[src/rtl/imem_loader_pkg.sv]
// imem_loader_pkg: shared FSM states and boot stream format constants for the instruction memory loader.
package imem_loader_pkg;
  localparam int LEN_BYTES = 2;
  localparam int BYTES_PER_WORD = 4;
  localparam int IM_DEPTH_DEF = 1024;
  typedef enum logic [2:0] {S_LEN0, S_LEN1, S_DATA, S_CSUM, S_RUN, S_ERR} state_t;
endpackage

[src/rtl/byte_packer.sv]
// byte_packer: assembles bytes into little-endian 32-bit words and flags the last byte of each word.
module byte_packer
  import imem_loader_pkg::*;
(
  input  logic        clk,
  input  logic        reset,
  input  logic        en,
  input  logic [7:0]  din,
  output logic [31:0] word,
  output logic        done
);
  logic [1:0] cnt;
  assign done = en && cnt == 2'(BYTES_PER_WORD - 1);
  // Shifting in from the top leaves the first byte of a group in [7:0].
  always_ff @(posedge clk or negedge reset)
    if (!reset) begin
      cnt  <= '0;
      word <= '0;
    end else if (en) begin
      cnt  <= cnt + 2'd1;
      word <= {din, word[31:8]};
    end
endmodule

[src/rtl/imem_loader.sv]
// imem_loader: receives a length-prefixed, XOR-checksummed byte stream, writes it to instruction
// memory and releases the processor only when the checksum matches.
module imem_loader
  import imem_loader_pkg::*;
#(
  parameter int IM_DEPTH = IM_DEPTH_DEF,
  parameter int ADDR_W   = 10
) (
  input  logic              clk,
  input  logic              reset,
  input  logic [7:0]        rx_data,
  input  logic              rx_valid,
  output logic              rx_ready,
  output logic              im_we,
  output logic [ADDR_W-1:0] im_addr,
  output logic [31:0]       im_wdata,
  output logic              cpu_run,
  output logic              load_err
);
  state_t      state;
  logic [15:0] len, widx, n;
  logic [7:0]  csum;
  logic        xfer, done;
  assign rx_ready = reset && state != S_RUN && state != S_ERR;
  assign xfer     = rx_valid && rx_ready;
  assign n        = {rx_data, len[7:0]};
  assign cpu_run  = state == S_RUN;
  assign load_err = state == S_ERR;
  // The packer's word register doubles as the write data; it is stable during the im_we cycle.
  byte_packer u_packer (
    .clk  (clk),
    .reset(reset),
    .en   (xfer && state == S_DATA),
    .din  (rx_data),
    .word (im_wdata),
    .done (done)
  );
  always_ff @(posedge clk or negedge reset)
    if (!reset) begin
      state   <= S_LEN0;
      len     <= '0;
      widx    <= '0;
      csum    <= '0;
      im_we   <= 1'b0;
      im_addr <= '0;
    end else begin
      im_we <= done;
      if (done) begin
        im_addr <= widx[ADDR_W-1:0];
        widx    <= widx + 16'd1;
      end
      if (xfer)
        case (state)
          S_LEN0: begin
            len[7:0] <= rx_data;
            state    <= S_LEN1;
          end
          S_LEN1: begin
            len   <= n;
            state <= {16'd0, n} > 32'(IM_DEPTH) ? S_ERR : n == 16'd0 ? S_CSUM : S_DATA;
          end
          S_DATA: begin
            csum <= csum ^ rx_data;
            if (done && widx == len - 16'd1) state <= S_CSUM;
          end
          S_CSUM: state <= rx_data == csum ? S_RUN : S_ERR;
          default: ;
        endcase
    end
endmodule
[config.mk]
export PLATFORM = sky130hd
export DESIGN_NAME = imem_loader
export DESIGN_NICKNAME = d
export VERILOG_FILES = /design/src/rtl/imem_loader_pkg.sv /design/src/rtl/byte_packer.sv /design/src/rtl/imem_loader.sv
export SDC_FILE = /design/constraint.sdc
export NUM_CORES = 1
export LEC_CHECK = 0
export CELL_PAD_IN_SITES_DETAIL_PLACEMENT = 1
export CELL_PAD_IN_SITES_GLOBAL_PLACEMENT = 2
export CORE_UTILIZATION = 38
export DETAILED_ROUTE_END_ITERATION = 6
export GPL_TIMING_DRIVEN = 0
export PLACE_DENSITY_LB_ADDON = 0.3
export SLEW_MARGIN = 40
export SYNTH_ARGS = -nofsm -noshare
export SYNTH_HDL_FRONTEND = slang
export SYNTH_SLANG_ARGS = --single-unit
export TNS_END_PERCENT = 30
[constraint.sdc]
create_clock -name clk -period 5.18 [get_ports clk]
set_input_delay 1.295 -clock clk [delete_from_list [all_inputs] [get_ports clk]]
set_output_delay 1.295 -clock clk [all_outputs]
set_load 0.02 [all_outputs]
* Yosys cells after proc, flatten, opt, wreduce, memory -nomap -nowiden
Cells that the tools add are included.
** Operators by class
- Add/sub/neg operators :: 3
- $lt $le $gt $ge :: 1
- Equal/unequal tests :: 11
- Mux-type cells :: 5
- Bitwise logic cells :: 1
- Reductions and logical operators :: 13
** Operator list (number)
- adder 16 x 1 -> 16 bit (second input constant) :: 1
- == test 16 bit :: 1
- > comparator 16 x 11 -> 1 bit (second input constant) :: 1
- zero test 16 bit :: 1
- subtractor 16 x 1 -> 16 bit (second input constant) :: 1
- case mux 3 bit (4 select lines) :: 1
- == test 8 bit :: 1
- bitwise XOR 8 bit :: 1
- == test 3 x 2 -> 1 bit (second input constant) :: 2
- == test 3 bit (second input constant) :: 2
- logical AND 1 bit :: 6
- 2-to-1 mux 3 bit :: 2
- != test 3 bit (second input constant) :: 2
- AND reduction 2 bit :: 3
- nonzero test 4 bit :: 1
- == test 3 x 1 -> 1 bit (second input constant) :: 1
- zero test 3 bit :: 1
- AND reduction 3 bit :: 1
- adder 2 x 1 -> 2 bit (second input constant) :: 1
- == test 2 bit (second input constant) :: 1
- 2-to-1 mux 1 bit :: 2
- != test 2 x 1 -> 1 bit (second input constant) :: 1
** Word-level totals
- Bits in registers :: 88
- Input port bits :: 11
- Output and inout bits :: 46
- Logic and storage cells :: 43

* Depth between registers and ports, before layout
- Depth after elaboration :: 9
- Depth in mapped cells :: 8
- Mapped depth without buffers :: 8

* Hierarchy
From an unflattened synthesis, not the netlist that was laid out.
** Unflattened totals
- Cell total of the unflattened synthesis :: 336
- Area, all modules :: 4234.1 um^2
** By module, submodules not included
- imem_loader :: times used 1, cells each 262, area an instance 2807.7 um^2, sequential area each 1351.3 um^2
- byte_packer :: times used 1, cells each 74, area an instance 1426.4 um^2, sequential area each 850.8 um^2

* Least setup slack after synthesis
OpenSTA, ideal clock, no wires.
- Path type :: input-to-output
- Start :: in reset
- End :: out rx_ready
- Arrival :: 1.505 ns
- Data required time :: 3.885 ns
- Setup slack :: 2.380 ns
- Cell stages on the path :: 1
- Path buffers :: 0
- Cell sequence :: and2_1
** Between the ends
- Word-level cells in the longest chain between the ends :: 2
** RTL lines
- from (decl) :: RTL line imem_loader.sv:10 : input logic reset,
- logical AND 1 bit (2 in a row) :: RTL line imem_loader.sv:24 : assign rx_ready = reset && state != S_RUN && state != S_ERR;
- to (decl) :: RTL line imem_loader.sv:13 : output logic rx_ready,
No other way between the ends.

* Final worst setup path
Same ends and word-level chain as after synthesis.

==> reports/qor.json <==
{
  "reg2reg_slack_ns": 2.38,
  "wirelength_um": 9530,
  "routed-via-count": 3076,
  "setup-violations-final": 0,
  "finalNetCount": 482,
  "cts_inserted_buffers": 9,
  "ir_worst_vdd_mv": 0.144,
  "drive_gt1_frac": 0.108,
  "powerDensity_nw_per_um2": 333,
  "grt_pass1_wl_um": 16400,
  "numPlacedInstances": 593,
  "via_per_inst": 5.05,
  "worstHoldEndpoint": "u_packer.word[0]",
  "total_power_mw": 1.68,
  "place.port_buffers": 56,
  "number_of_h_tree_levels": 3,
  "max_cap_violations": 0,
  "post_synth_and_or_nand_nor_area_fraction": 0.204,
  "detail_route.wl_per_cell_um": 15.6,
  "drt_first_iter_violations": 138,
  "grt_setup_unrepaired": "false",
  "timing_worst_slew_pin_value_ns": 0.746,
  "final.setup.tns_ns": 0,
  "timing.final.crit_share": 0.769,
  "synthesis.area_um2": 4100,
  "synth-compound-area-share": 0.0381,
  "setup.worst_path.end_class": "primary output",
  "postCtsHoldBufs": 0,
  "ant_nets": 0,
  "setup_ws_ns": 1.20,
  "floorplan.die_area_um2": 11200,
  "leakagePower_nw": 2.32,
  "grt.total_usage": 0.189,
  "floorplan.initialDensity": 0.394,
  "max-slew-margin-rel": 0.496,
  "endpoints_failing_hold": 0,
  "min_period_ns": 3.98,
  "timing.critical_path.arrival_ns": 2.69,
  "timing.critical_path.from": "reset",
  "number_of_synthesized_register_bits": 88,
  "multi_input_area_um2": 1820,
  "worst_skew_pair_latency_ns": 0.36,
  "worstReg2RegEnd": "state[0]",
  "start_kind": "primary input",
  "maxClockFrequency_mhz": 251,
  "r2r-start": "state[1]",
  "post_route_insts_no_fill": 609,
  "cts.clk_slew.worst_paths_ns": 0.09,
  "via_count_of_the_first_global_routing_pass": 3182,
  "syn2layout_area_growth_pct": 22.8,
  "synthesis.area_per_instance_um2": 10.3,
  "yosys.area.top_type": "dfrtp_1",
  "clock_sink_count": 88,
  "rows": 37,
  "worst_clock_skew_ns": 0.00959,
  "dieHeight_um": 106,
  "diodes": 0,
  "mux_cell_area_share_after_synthesis": 0.0799,
  "timing.final.max_slew_violations": 0,
  "register_area_share_after_synthesis": 0.537,
  "root_buffer": "clkbuf_8",
  "ys_top_cells_by_area": "dfrtp_1 (54%), nand2_1 (11%), xnor2_1 (7.5%)",
  "synth_fp_nets": 414,
  "fp.dieW_um": 106,
  "final_common_cell": "nand2_1",
  "synthXorXnorAreaFrac": 0.111,
  "gp_routability_congestion": 0.792,
  "syn_inst": 400,
  "postLayoutCoreUtil": 0.483,
  "dpl_worst_slack_ns": 1.17,
  "hpwl_um": 6950,
  "pin_count_of_the_biggest_net_entering_global_routing": 63,
  "total_iterations_of_the_first_detailed_routing_run": 4,
  "asyncSetResetFlopFracSynth": 1.00,
  "synth_largest_type_area_fraction": 0.537,
  "tritoncts": "built",
  "min_path_cells": 2,
  "mostFrequentLayoutCells": "nand2_1 (116), dfrtp_1 (88), clkdlybuf4s50_1 (55), xnor2_1 (35), mux2_2 (26)",
  "worst-r2r-cell-count": 8,
  "synth_top_family_by_area": "simple AND/OR/NAND/NOR gates",
  "boundaryPins": 57,
  "drc_errors": 0,
  "ctsResizeCount": 0,
  "final-seq-area_um2": 2200,
  "critPathRequiredTime_ns": 3.88,
  "critical_path.max_fanout": 62,
  "antenna_found_initial": 0,
  "grt_remaining_overflow": 0,
  "synth_warnings": 0,
  "synth.lib_cells_used.distinct": 44,
  "synth_edf_count": 0,
  "layout.filler_cells": 1184,
  "status": "finished clean",
  "cts.path.max_buffers": 2,
  "type_of_the_worst_setup_path": "in2out",
  "worst_hold_path_type": "reg2reg",
  "worst_hold_startpoint": "u_packer.word[0]",
  "post_synth_fa_ha_maj_area_fraction": 0.00915,
  "cts_setup_buffers": 0,
  "placeableCoreArea_um2": 10400,
  "synth_ff_type": "dfrtp_1"
}
==> how the worst max path moves through the flow <==
stage	to	slack, ns	cells after the start
floorplan	rx_ready	2.38	1
global placement	csum[6]	-1.95	8
detailed placement	rx_ready	1.17	4
CTS	rx_ready	1.17	4
global route	rx_ready	1.08	4
finish	rx_ready	1.20	4
==> cells in the mapped netlist (all sizes together) (2+ instances only) <==
cell type    n
nand2      116
dfrtp       88
xnor2       35
mux2        27
xor2        17
nor2        16
nor3        15
clkbuf      12
nand3       10
inv          8
nand4        6
a21oi        5
and3         4
nor4         4
and2         3
ha           3
o21ai        3
a41oi        2
buf          2
mux2i        2
nor2b        2
or3          2
or4          2
==> critical path, cell delays in order <==
cell	delay, ns
buf_6	0.26
buf_16	0.32
and2_1	0.17
clkdlybuf4s50_1	0.59
==> routing by layer <==
| layer | vias up | share of wire | track usage |
|---|---|---|---|
| met3 | 10 | 0.019 | 0.0233 |
| met2 | 42 | 0.45 | 0.279 |
| met5 | - | 0 | 0 |
| met4 | 0 | 0.016 | 0.0744 |
| li1 | 1470 | - | - |
| met1 | 1554 | 0.52 | 0.282 |
==> state kept, by name (all words and copies together), names as in the netlist <==
name,cells
widx,16
state,3
u_packer.cnt,2
csum,8
u_packer.word,32
im_we,1
im_addr,10
len,16
==> power breakdown <==
group	total (mW)	internal (mW)	switching [mW]
Sequential	0.845	0.754	0.0906
Clock	0.426	0.174	0.252
Combinational	0.407	0.202	0.205
==> cells by family after synthesis <==
family,count (synthesis)
flip-flops,88
AND/OR/NAND/NOR,186
adder cells (fa/ha/maj),3
buffers and inverters,22
multiplexers,29
AO/OA/AOI/OAI,20
XOR/XNOR,52
==> through the flow <==
| step | area [um2] | hold WS (ns) |
|---|---|---|
| 6_report | 5040 | 0.482 |
| 5_1_grt | 5040 | 0.501 |
| 4_1_cts | 5040 | 0.487 |
| 3_5_place_dp | 4870 | 0.463 |
| 3_3_place_gp | 4830 | 0.459 |
| 2_1_floorplan | 4100 | 0.448 |
==> area by class of cell <==
class	instances	share of cell area
Clock buffer	11	0.0261
Buffer	14	0.0112
Tap cell	136	0.0338
Timing Repair Buffer	57	0.117
Sequential cell	88	0.437
Clock inverter	5	0.00671
Inverter	8	0.00596
Multi-Input combinational cell	290	0.362
Power figures use the tool's default switching activity.
